--- config.mk ---
export PLATFORM = sky130hd
export DESIGN_NAME = from_hex
export DESIGN_NICKNAME = d
export VERILOG_FILES = /design/src/rtl/from_hex.sv
export SDC_FILE = /design/constraint.sdc
export NUM_CORES = 1
export LEC_CHECK = 0
export CORE_MARGIN = 10
export CORE_UTILIZATION = 49
export CTS_BUF_LIST = sky130_fd_sc_hd__clkbuf_16
export DETAILED_ROUTE_END_ITERATION = 16
export MAX_ROUTING_LAYER = met4
export PLACE_DENSITY = 0.7
export SLEW_MARGIN = 20
export SYNTH_ARGS = -nofsm -noshare
export SYNTH_HDL_FRONTEND = slang
export SYNTH_SLANG_ARGS = --single-unit
--- constraint.sdc ---
create_clock -name clk -period 2.71 [get_ports clk]
set_input_delay 0.542 -clock clk [delete_from_list [all_inputs] [get_ports clk]]
set_output_delay 0.542 -clock clk [all_outputs]
set_load 0.03 [all_outputs]
--- src/rtl/from_hex.sv ---
// ---------------------------------------------------------------------------
// from_hex
//   Turns a stream of ASCII hex characters into bytes. Characters are paired
//   high nibble first. Finished bytes go into a small FIFO, and from there
//   they are passed one at a time to a transmitter that uses a strobe
//   handshake.
//
// Ports
//   clk       in   single clock, rising edge
//   rst_n     in   asynchronous active-low reset
//   rx_data   in   [7:0] received ASCII character
//   rx_rdy    in   one-cycle strobe, rx_data valid in that cycle
//   tx_rdy    in   one-cycle strobe, transmitter finished the last byte
//   tx_data   out  [7:0] byte for the transmitter (held between sends)
//   tx_en     out  one-cycle send strobe
//   char_err  out  one-cycle pulse: illegal character or dangling nibble
//   ovf_err   out  one-cycle pulse: decoded byte dropped, queue full
//
// Parameter
//   FIFO_DEPTH  queue depth, power of two from 2 to 16
// ---------------------------------------------------------------------------
module from_hex #(
    parameter int FIFO_DEPTH = 4
) (
    input  logic       clk,
    input  logic       rst_n,
    input  logic [7:0] rx_data,
    input  logic       rx_rdy,
    input  logic       tx_rdy,
    output logic [7:0] tx_data,
    output logic       tx_en,
    output logic       char_err,
    output logic       ovf_err
);

    localparam int PW = $clog2(FIFO_DEPTH);
    localparam logic [PW:0]   CNT_ONE  = (PW+1)'(1);
    localparam logic [PW:0]   CNT_FULL = (PW+1)'(FIFO_DEPTH);
    localparam logic [PW-1:0] PTR_ONE  = PW'(1);

    typedef enum logic {
        HI,
        LO
    } state_t;

    state_t        state, state_d;
    logic [3:0]    nibble, nibble_d;
    logic [3:0]    digit;
    logic          is_hex, is_sep;
    logic          push_req, push_ok, pop, full_eff;
    logic          char_err_d, ovf_err_d;

    logic [7:0]    mem [FIFO_DEPTH];
    logic [PW-1:0] wr_ptr, rd_ptr;
    logic [PW:0]   count;
    logic          busy;

    // Sort the incoming character into a class and work out its nibble value.
    // For A-F and a-f, the low four bits are 1..6, so adding 9 gives 10..15.
    always_comb begin
        is_hex = 1'b0;
        is_sep = 1'b0;
        digit  = '0;
        if (rx_data >= 8'h30 && rx_data <= 8'h39) begin
            is_hex = 1'b1;
            digit  = rx_data[3:0];
        end else if ((rx_data >= 8'h41 && rx_data <= 8'h46) ||
                     (rx_data >= 8'h61 && rx_data <= 8'h66)) begin
            is_hex = 1'b1;
            digit  = rx_data[3:0] + 4'd9;
        end else if (rx_data == 8'h20 || rx_data == 8'h0D || rx_data == 8'h0A) begin
            is_sep = 1'b1;
        end
    end

    // Nibble-pairing FSM: next state and the requests it makes
    always_comb begin
        state_d    = state;
        nibble_d   = nibble;
        push_req   = 1'b0;
        char_err_d = 1'b0;
        if (rx_rdy) begin
            unique case (state)
                HI: begin
                    if (is_hex) begin
                        nibble_d = digit;
                        state_d  = LO;
                    end else if (!is_sep) begin
                        char_err_d = 1'b1;
                    end
                end
                LO: begin
                    state_d = HI;
                    if (is_hex) begin
                        push_req = 1'b1;
                    end else begin
                        char_err_d = 1'b1;
                    end
                end
                default: state_d = HI;
            endcase
        end
    end

    always_ff @(posedge clk or negedge rst_n) begin
        if (!rst_n) begin
            state  <= HI;
            nibble <= '0;
        end else begin
            state  <= state_d;
            nibble <= nibble_d;
        end
    end

    // "Full" is judged after this cycle's pop, so a full queue that pops
    // and pushes in the same cycle still accepts the new byte.
    assign pop       = !busy && (count != '0);
    assign full_eff  = (count == CNT_FULL) && !pop;
    assign push_ok   = push_req && !full_eff;
    assign ovf_err_d = push_req && full_eff;

    // The queue storage has no reset. Only the pointers and the count define
    // what is valid. When the queue is full and pushes and pops in the same
    // cycle, both pointers address the same entry. The pop reads the old
    // value before the push overwrites it.
    always_ff @(posedge clk) begin
        if (push_ok) begin
            mem[wr_ptr] <= {nibble, digit};
        end
    end

    always_ff @(posedge clk or negedge rst_n) begin
        if (!rst_n) begin
            wr_ptr   <= '0;
            rd_ptr   <= '0;
            count    <= '0;
            busy     <= 1'b0;
            tx_data  <= '0;
            tx_en    <= 1'b0;
            char_err <= 1'b0;
            ovf_err  <= 1'b0;
        end else begin
            char_err <= char_err_d;
            ovf_err  <= ovf_err_d;
            tx_en    <= pop;

            if (push_ok) begin
                wr_ptr <= wr_ptr + PTR_ONE;
            end

            if (pop) begin
                tx_data <= mem[rd_ptr];
                rd_ptr  <= rd_ptr + PTR_ONE;
            end

            unique case ({push_ok, pop})
                2'b10:   count <= count + CNT_ONE;
                2'b01:   count <= count - CNT_ONE;
                default: count <= count;
            endcase

            // pop requires busy=0, and tx_rdy only clears an already-set
            // busy, so the two assignments below never conflict.
            if (pop) begin
                busy <= 1'b1;
            end else if (busy && tx_rdy) begin
                busy <= 1'b0;
            end
        end
    end

endmodule

==> metrics.log, run 1 <==
INFO  metric run_status = complete, no violations
INFO  metric clkLatencyLatePin = 290 ps
INFO  metric clock_transition_at_the_registers_of_the_reported_paths = 70 ps
INFO  metric post_synth_inst_count = 156
INFO  metric dp.cells = 263
INFO  metric worst-slew-pin-transition = 567 ps
INFO  metric cellLeakagePower = 1.19 nW
INFO  metric worst-endpoint-required = 2720 ps
INFO  metric synth_top_cell_by_area = edfxtp_1
INFO  metric antenna_cells = 0
INFO  metric grtUsageTotal = 12.6%
INFO  metric slew-limit-headroom = 62.2%
INFO  metric clock_tree.htree_level_count = 2
INFO  metric chipHeight = 90.8 um
INFO  metric detail-route-antenna-nets = 0
INFO  metric async_reset_ff_share = 42.9%
INFO  metric critPathLaunchType = primary input
INFO  metric routed_wire_length_per_instance = 17.5 um
INFO  metric setup_tns = 0 ps
INFO  metric rsz0062_at_grt = false
INFO  metric finalNetCount = 225
INFO  metric layout-area-overhead-vs-synth = 29.0%
INFO  metric depth_of_the_most_critical_reg_to_reg_path = 7
INFO  metric cts_tree = yes
INFO  metric routed_via_density = 5.43
INFO  metric chipWidth = 90.8 um
INFO  metric fin_cells = 272
INFO  metric crit_path_end_kind = flop
INFO  metric clock_skew = 5.58 ps
INFO  metric cts_hold_buffers = 0
INFO  metric post_synth_edffs = 32
INFO  metric first_global_vias = 1617
INFO  metric core_area = 4790 um^2
INFO  metric drive_gt1_share = 28.3%
INFO  metric 1st_pass_router_iterations = 4
INFO  metric syn_avg_cell_area = 15.7 um^2
INFO  metric cts-buffers-inserted = 5
INFO  metric timing.hold.worst.class = reg -> reg
INFO  metric initial_core_util = 51.3%
INFO  metric globalplace.congestion = 0.872
INFO  metric end_point_of_the_worst_hold_path = tx_data[6]$_DFFE_PN0P_
INFO  metric setup.worst_path.class = in -> reg
INFO  metric postSynthNetCount = 177
INFO  metric port_buffers = 22
INFO  metric rrSetupSlack = 850 ps
INFO  metric synth_warnings = 0
INFO  metric num_vias = 1477
INFO  metric synth_flop_cell = edfxtp_1
INFO  metric hold_slack = 507 ps
INFO  metric post-route-cell-area = 3160 um^2
INFO  metric post_detailed_placement_cell_area = 2970 um^2
INFO  metric total_power = 2.68 mW
INFO  metric power_density = 847 nW/um^2
INFO  metric cts.path.max_buffers = 2
INFO  metric detail_route.wirelength = 4770 um
INFO  metric min_path_cells = 1
INFO  metric synthDistinctLibCells = 40
INFO  metric worstReg2RegEnd = count[2]$_DFFE_PN0P_
INFO  metric most-common-layout-cells = 32 x edfxtp_1, 24 x dfrtp_1, 20 x clkdlybuf4s50_1
INFO  metric fillerInstances = 351
INFO  metric fin_crit = 2610 ps
INFO  metric maxSlewViolCount = 0
INFO  metric cp.arrival = 2620 ps
INFO  metric numClockSinks = 56
INFO  metric root_buffer = clkbuf_16
INFO  metric overflow = 0
INFO  metric seq_area_frac_synth = 63.6%
INFO  metric remaining_drc_errors = 0
INFO  metric floorplan_die_area = 8240 um^2
INFO  metric layout_commonest_cell = edfxtp_1
INFO  metric first_iter_violations = 86
INFO  metric fmax = 383 MHz
INFO  metric period_share = 96.2%
INFO  metric min_from = tx_data[6]$_DFFE_PN0P_
INFO  metric finalWorstSetupSlack = 102 ps
INFO  metric cap_viol_max_count = 0
INFO  metric floorplan.io_pins = 23
INFO  metric rows = 25
INFO  metric grt_pass1_wl = 8050 um
INFO  metric final-hold-violation-count = 0
INFO  metric vdd_drop_max = 0.000593 V
INFO  metric seqCellArea = 1560 um^2
INFO  metric netlist_top_cells_area = edfxtp_1 39%, dfrtp_1 24%, mux4_2 7.3%
INFO  metric final_util = 66.1%
INFO  metric beginning_of_the_worst_register_to_register_path = state$_DFFE_PN0P_
INFO  metric maximum_number_of_pins_on_one_net_before_global_route_repair = 25
INFO  metric multi_input_area = 896 um^2
INFO  metric share_of_the_synthesized_area_in_the_top_cell_type = 39.2%
INFO  metric placement.setup.worst_slack = -393 ps
INFO  metric ys_ff_latch = 56
INFO  metric worstPathMaxFanout = 8
INFO  metric report.final.setup_viol = 0
INFO  metric antenna_found_initial = 0
INFO  metric hpwl = 3470 um
INFO  metric syn_area = 2450 um^2
[state kept, by name, summed over array words and instances (netlist names)]
register	cells
count	3
tx_data	8
tx_en	1
nibble	4
state	1
rd_ptr	2
ovf_err	1
wr_ptr	2
busy	1
mem	32
char_err	1
[cells by family after synthesis]
kind of cell / after synthesis / share of synthesized area (%)
compound gates: 22 / 7.24
xor+xnor: 5 / 1.79
fa+ha+maj: 9 / 4.90
buf+inv: 12 / 2.14
flops: 56 / 63.6
mux: 22 / 14.0
simple gates: 30 / 6.32
[worst max-delay path, cell delays in order]
cell and delay [ps]:
clkdlybuf4s50_1 510, o21bai_4 220, a2111o_1 420, buf_4 140
buf_4 160, a211oi_4 270, and2_1 220, buf_12 140
[per-layer routing]
metal	track usage [%]	wire length (um)	share of wire, %
met4	5.04	86	1.8
met1	13.8	2050	43
met5	-	0	0
met2	21.0	2430	51
met3	3.57	201	4.2
[worst max path at each step]
stage / from / end / slack [ps]
final: rx_data[2] / mem[2][6]$_DFFE_PP_ / 100
after global routing: rx_data[2] / mem[1][3]$_DFFE_PP_ / 30
after CTS: rx_data[1] / count[2]$_DFFE_PN0P_ / 10
after detailed placement: rx_data[0] / count[2]$_DFFE_PN0P_ / -390
after global placement: rx_data[1] / count[2]$_DFFE_PN0P_ / -280
after floorplan: rx_data[1] / count[2]$_DFFE_PN0P_ / 50
[where the power goes]
group | internal, mW | switching [mW]
logic | 0.445 | 0.392
clock network | 0.344 | 0.291
registers | 1.05 | 0.155
total | 1.84 | 0.837
[timing repair]
item / in CTS / in global routing
setup buffers: 1 / 0
pin swaps: 3 / 5
endpoints found under the setup margin: 33 / 33
gates resized for setup: 5 / 6
[cells in the mapped netlist, types with 2 or more instances]
master / instances
a221oi_1: 2
and2_1: 4
clkbuf_1: 2
dfrtp_1: 24
edfxtp_1: 32
ha_1: 8
inv_1: 8
mux2_2: 8
mux2i_1: 5
mux4_2: 8
nand2_1: 14
nor2b_1: 2
nor3_1: 2
nor4b_1: 2
o21ai_0: 7
xnor2_1: 3
xor2_1: 2
[layout make-up]
cell class | instances | share of cell area, %
Clock buffer | 5 | 3.95
Clock inverter | 3 | 0.751
Inverter | 8 | 0.949
Multi-Input combinational cell | 88 | 28.3
Sequential cell | 56 | 49.3
Tap cell | 67 | 2.65
Timing Repair Buffer | 45 | 14.0
(Power assumes the default switching activity.)
==> run 2, diff against run 1 <==
--- a/config.mk
+++ b/config.mk
@@ -10,7 +10,7 @@
 export CTS_BUF_LIST = sky130_fd_sc_hd__clkbuf_16
 export DETAILED_ROUTE_END_ITERATION = 16
 export MAX_ROUTING_LAYER = met4
-export PLACE_DENSITY = 0.7
+export PLACE_DENSITY = 0.8
 export SLEW_MARGIN = 20
 export SYNTH_ARGS = -nofsm -noshare
 export SYNTH_HDL_FRONTEND = slang
==> metrics.log, run 2 (synthesized netlist as in run 1, its figures left out) <==
INFO  metric slowest_stage = or3_1
INFO  metric worstReg2RegEnd = count[2]$_DFFE_PN0P_
INFO  metric layout_commonest_cell = edfxtp_1
INFO  metric cts_post_setup_buffers_inserted = 0
INFO  metric worstPathMaxFanout = 3
INFO  metric max_flop_register = mem
INFO  metric num_vias = 1473
INFO  metric first_global_vias = 1629
INFO  metric globalplace.congestion = 0.873
INFO  metric swShare = 29.8%
INFO  metric beginning_of_the_worst_register_to_register_path = count[0]$_DFFE_PN0P_
INFO  metric cellInternalPower = 1.93 mW
INFO  metric core_area = 4790 um^2
INFO  metric end_point_of_the_worst_hold_path = tx_data[1]$_DFFE_PN0P_
INFO  metric floorplan_die_area = 8240 um^2
INFO  metric hpwl = 3490 um
INFO  metric path_delay_family = adder cells
INFO  metric finalNetCount = 224
INFO  metric rrSetupSlack = 790 ps
INFO  metric cts_tree = yes
INFO  metric remaining_drc_errors = 0
INFO  metric placement.setup.worst_slack = -457 ps
INFO  metric final-hold-violation-count = 0
INFO  metric dr.max_layer_used = met4
INFO  metric 1st_pass_router_iterations = 4
INFO  metric crit_path_end_kind = flop
INFO  metric antenna_found_initial = 0
INFO  metric critPathLaunchType = primary input
INFO  metric grtUsageTotal = 12.9%
INFO  metric most-common-layout-cells = 32 x edfxtp_1, 24 x dfrtp_1, 19 x clkdlybuf4s50_1
INFO  metric total_power = 2.75 mW
INFO  metric cp.arrival = 2710 ps
INFO  metric period_share = 92.4%
INFO  metric min_from = tx_data[1]$_DFFE_PN0P_
INFO  metric worst_path_largest_cell_delay = 360 ps
INFO  metric routed_wire_length_per_instance = 17.5 um
INFO  metric numClockSinks = 56
INFO  metric setup.worst_path.class = in -> reg
INFO  metric top_regs = mem: 32 flops, tx_data: 8 flops, nibble: 4 flops
INFO  metric rows = 25
INFO  metric cts.path.max_buffers = 2
INFO  metric timing.hold.worst.class = reg -> reg
INFO  metric fin_cells = 271
INFO  metric part_of_the_power_in_the_clock_network = 25.8%
INFO  metric clock_skew = 11.7 ps
INFO  metric fillerInstances = 331
INFO  metric clock_tree.htree_level_count = 2
INFO  metric vdd_drop_max = 0.000454 V
INFO  metric cellLeakagePower = 1.20 nW
INFO  metric detail-route-antenna-nets = 0
INFO  metric antenna_cells = 0
INFO  metric power_density = 872 nW/um^2
INFO  metric layout-area-overhead-vs-synth = 28.5%
INFO  metric rsz0062_at_grt = false
INFO  metric floorplan.io_pins = 23
INFO  metric final_util = 65.9%
INFO  metric fmax = 399 MHz
INFO  metric worst-endpoint-required = 2920 ps
INFO  metric chipWidth = 90.8 um
INFO  metric detail_route.wirelength.met1 = 2040 um
INFO  metric cts-buffers-inserted = 5
INFO  metric worst-slew-pin-transition = 592 ps
INFO  metric run_status = complete, no violations
INFO  metric fin_crit = 2500 ps
INFO  metric min_path_cells = 1
INFO  metric chipHeight = 90.8 um
INFO  metric root_buffer = clkbuf_16
INFO  metric depth_of_the_most_critical_reg_to_reg_path = 7
INFO  metric overflow = 0
INFO  metric timing.critical_path.buf_inv = 3
INFO  metric routed_via_density = 5.44
INFO  metric hold_slack = 509 ps
INFO  metric clkLatencyLatePin = 290 ps
INFO  metric detail_route.wirelength = 4740 um
INFO  metric post_detailed_placement_cell_area = 2970 um^2
INFO  metric maximum_number_of_pins_on_one_net_before_global_route_repair = 25
INFO  metric drive_gt1_share = 27.0%
INFO  metric dp.cells = 263
INFO  metric dr_wl_met2 = 2450 um
INFO  metric cap_viol_max_count = 0
INFO  metric port_buffers = 22
INFO  metric largest_register_ff_count = 32
INFO  metric power.combinational.fraction = 30.0%
INFO  metric clock_transition_at_the_registers_of_the_reported_paths = 70 ps
INFO  metric setup_tns = 0 ps
INFO  metric report.final.setup_viol = 0
INFO  metric first_iter_violations = 44
INFO  metric seqPwrFrac = 44.2%
INFO  metric post-route-cell-area = 3150 um^2
INFO  metric maxSlewViolCount = 0
INFO  metric grt_pass1_wl = 8210 um
INFO  metric slew-limit-headroom = 60.6%
INFO  metric net-switching-power = 821 uW
INFO  metric met3WireLength = 181 um
INFO  metric initial_core_util = 51.3%
INFO  metric finalWorstSetupSlack = 207 ps
INFO  metric crit_path_cell_trace = dlygate4sd2_1 -> inv_2 -> ha_1 -> inv_1 -> o311ai_4 -> a21o_2 -> nand2_1 -> fa_2 -> or3_1 -> mux2i_1 -> xor2_1
[run 2: worst max-delay path by stage]
stage                     startpoint              endpoint  slack, ps  cells past startpoint
after floorplan           rx_data[1]  count[2]$_DFFE_PN0P_         50                     10
after global placement    rx_data[1]  count[2]$_DFFE_PN0P_       -280                     11
after detailed placement  rx_data[0]  count[2]$_DFFE_PN0P_       -460                     11
after CTS                 rx_data[0]  count[2]$_DFFE_PN0P_         80                     11
after global routing      rx_data[1]  count[2]$_DFFE_PN0P_         60                     11
final                     rx_data[1]  count[2]$_DFFE_PN0P_        210                     11
[run 2: area by class of cell]
class,count,area (um^2),share of cell area [%]
multi-input combinational,88,877,27.8
clock inverter,3,42.5,1.35
tap,67,83.8,2.66
clock buffer,5,125,3.97
inverter,8,30.0,0.953
timing repair buffer,44,432,13.7
sequential,56,1560,49.5
[run 2: what timing repair did]
action | in CTS | in global routing
endpoints found under the hold margin | 0 | 0
resized for setup | 6 | 4
hold buffers | 0 | 0
gates cloned | 0 | 0
setup endpoints to repair | 33 | 1
pin swaps | 3 | 0
[run 2: power by group through the flow]
| stage | registers, mW | clock network [mW] | logic [mW] |
|---|---|---|---|
| after floorplan | 1.28 | 0 | 0.474 |
| after global placement | 1.22 | 0 | 0.798 |
| after detailed placement | 1.23 | 0 | 0.834 |
| after CTS | 1.22 | 0.726 | 0.842 |
| after global routing | 1.24 | 0.766 | 0.898 |
| final | 1.21 | 0.711 | 0.825 |
[run 2: metal layers]
metal | track usage [%] | up-vias
li1 | - | 689
met4 | 5.04 | 0
met5 | - | -
met2 | 21.6 | 36
met1 | 14.3 | 741
met3 | 3.41 | 7
==> run 3, diff against run 2 <==
--- a/config.mk
+++ b/config.mk
@@ -5,7 +5,7 @@
 export SDC_FILE = /design/constraint.sdc
 export NUM_CORES = 1
 export LEC_CHECK = 0
-export CORE_MARGIN = 10
+export CAP_MARGIN = 20
 export CORE_UTILIZATION = 49
 export CTS_BUF_LIST = sky130_fd_sc_hd__clkbuf_16
 export DETAILED_ROUTE_END_ITERATION = 16
==> constraint.sdc (replaced) <==
create_clock -name clk -period 2.71 [get_ports clk]
set_input_delay 0.542 -clock clk [delete_from_list [all_inputs] [get_ports clk]]
set_output_delay 0.542 -clock clk [all_outputs]
set_load 0.02 [all_outputs]
==> metrics.log, run 3 (synthesized netlist as in run 1, its figures left out) <==
INFO  metric slew-limit-headroom = 61.1%
INFO  metric port_buffers = 22
INFO  metric cts_tree = yes
INFO  metric worst-slew-pin-transition = 584 ps
INFO  metric clock_tree.htree_level_count = 2
INFO  metric fmax = 385 MHz
INFO  metric fin_cells = 273
INFO  metric period_share = 95.8%
INFO  metric layout_commonest_cell = edfxtp_1
INFO  metric top_regs = mem: 32 flops, tx_data: 8 flops, nibble: 4 flops
INFO  metric chipHeight = 72.8 um
INFO  metric maxSlewViolCount = 0
INFO  metric largest_register_ff_count = 32
INFO  metric timing.hold.worst.class = reg -> reg
INFO  metric fillerInstances = 350
INFO  metric critPathLaunchType = primary input
INFO  metric setup.worst_path.class = in -> reg
INFO  metric grt_pass1_wl = 7480 um
INFO  metric first_iter_violations = 102
INFO  metric cts-buffers-inserted = 5
INFO  metric final-hold-violation-count = 0
INFO  metric beginning_of_the_worst_register_to_register_path = state$_DFFE_PN0P_
INFO  metric finalNetCount = 226
INFO  metric floorplan_die_area = 5290 um^2
INFO  metric worst-endpoint-required = 2710 ps
INFO  metric globalplace.congestion = 0.943
INFO  metric rows = 25
INFO  metric remaining_drc_errors = 0
INFO  metric antenna_cells = 0
INFO  metric numClockSinks = 56
INFO  metric initial_core_util = 51.3%
INFO  metric routed_wire_length_per_instance = 16.6 um
INFO  metric rsz0062_at_grt = false
INFO  metric min_from = tx_data[4]$_DFFE_PN0P_
INFO  metric chipWidth = 72.8 um
INFO  metric crit_path_end_kind = flop
INFO  metric final_util = 65.6%
INFO  metric routed_via_density = 5.53
INFO  metric first_global_vias = 1540
INFO  metric fin_crit = 2600 ps
INFO  metric report.final.setup_viol = 0
INFO  metric clock_skew = 8.56 ps
INFO  metric post-route-cell-area = 3140 um^2
INFO  metric worst_setup_path_startpoint = rx_data[2]
INFO  metric overflow = 0
INFO  metric cellLeakagePower = 1.21 nW
INFO  metric floorplan.io_pins = 23
INFO  metric max_flop_register = mem
INFO  metric maximum_number_of_pins_on_one_net_before_global_route_repair = 18
INFO  metric post_detailed_placement_cell_area = 2960 um^2
INFO  metric cp.arrival = 2590 ps
INFO  metric worstPathMaxFanout = 8
INFO  metric hpwl = 3300 um
INFO  metric cap_viol_max_count = 0
INFO  metric power_density = 858 nW/um^2
INFO  metric run_status = complete, no violations
INFO  metric most-common-layout-cells = 32 x edfxtp_1, 24 x dfrtp_1, 22 x buf_4
INFO  metric setup_tns = 0 ps
INFO  metric 1st_pass_router_iterations = 4
INFO  metric antenna_found_initial = 0
INFO  metric root_buffer = clkbuf_16
INFO  metric core_area = 4790 um^2
INFO  metric vdd_drop_max = 0.000373 V
INFO  metric detail_route.wirelength = 4520 um
INFO  metric drive_gt1_share = 26.7%
INFO  metric cts_post_setup_buffers_inserted = 0
INFO  metric layout-area-overhead-vs-synth = 28.0%
INFO  metric detail-route-antenna-nets = 0
INFO  metric cts_hold_buffers = 0
INFO  metric clock_transition_at_the_registers_of_the_reported_paths = 60 ps
INFO  metric cts.path.max_buffers = 2
INFO  metric hold_slack = 507 ps
INFO  metric grtUsageTotal = 20.3%
INFO  metric num_vias = 1509
INFO  metric clkLatencyLatePin = 290 ps
INFO  metric dp.cells = 265
==> run 3: changes by cell type in the layout (fill, tap and decap cells not counted), sizes merged <==
cell,before,now
buf,22,24
clkdlybuf4s50,19,20
clkbuf,6,5
==> run 3: path summary, 6_finish.rpt <==
| check | to | slack (ps) | cells after the start |
|---|---|---|---|
| max in group asynchronous | tx_data[7]$_DFFE_PN0P_ | 1520 | 2 |
| hold reg to reg | tx_data[4]$_DFFE_PN0P_ | 510 | 1 |
| min in group asynchronous | char_err$_DFF_PN0_ | 590 | 1 |
| setup reg to reg | count[2]$_DFFE_PN0P_ | 830 | 7 |
| hold / removal | tx_data[4]$_DFFE_PN0P_ | 510 | 1 |
| setup / recovery | mem[2][3]$_DFFE_PP_ | 110 | 7 |
==> run 3: timing repair <==
action / CTS / global route
hold endpoints to repair: 0 / 0
setup endpoints to repair: 33 / 33
cloned: 0 / 0
gates resized for setup: 3 / 3
pin swaps: 3 / 3
==> run 3: through the flow <==
| stage | power, mW | setup slack, ps |
|---|---|---|
| global route | 2.83 | 18.8 |
| finish | 2.69 | 113 |
| CTS | 2.71 | 4.70 |
| floorplan | 1.70 | 47.8 |
| global placement | 1.96 | -287 |
| detailed placement | 1.99 | -398 |
==> run 3: power by group <==
group          internal (mW)  switching [mW]  total, mW
clock                  0.434           0.280      0.715
combinational          0.443           0.325      0.768
sequential              1.05           0.158       1.21
==> run 3: layer usage <==
| metal | vias up | track usage (%) | share of wire, % |
|---|---|---|---|
| li1 | 691 | - | - |
| met5 | - | - | 0 |
| met3 | 6 | 4.56 | 4.5 |
| met4 | 0 | 6.97 | 1.5 |
| met1 | 764 | 24.5 | 42 |
| met2 | 48 | 34.0 | 52 |
==> run 3: layout make-up <==
type | instances | area [um^2] | area share [%]
Clock buffer | 5 | 125 | 3.98
Clock inverter | 3 | 42.5 | 1.35
Inverter | 8 | 30.0 | 0.956
Multi-Input combinational cell | 88 | 872 | 27.8
Sequential cell | 56 | 1560 | 49.7
Tap cell | 67 | 83.8 | 2.67
Timing Repair Buffer | 46 | 427 | 13.6
==> run 3: critical path, stage by stage <==
cell and delay, ps:
clkdlybuf4s50_1 530, o21bai_1 240, a2111o_1 450, buf_4 180, a211oi_4 290, and2_1 170
buf_4 180
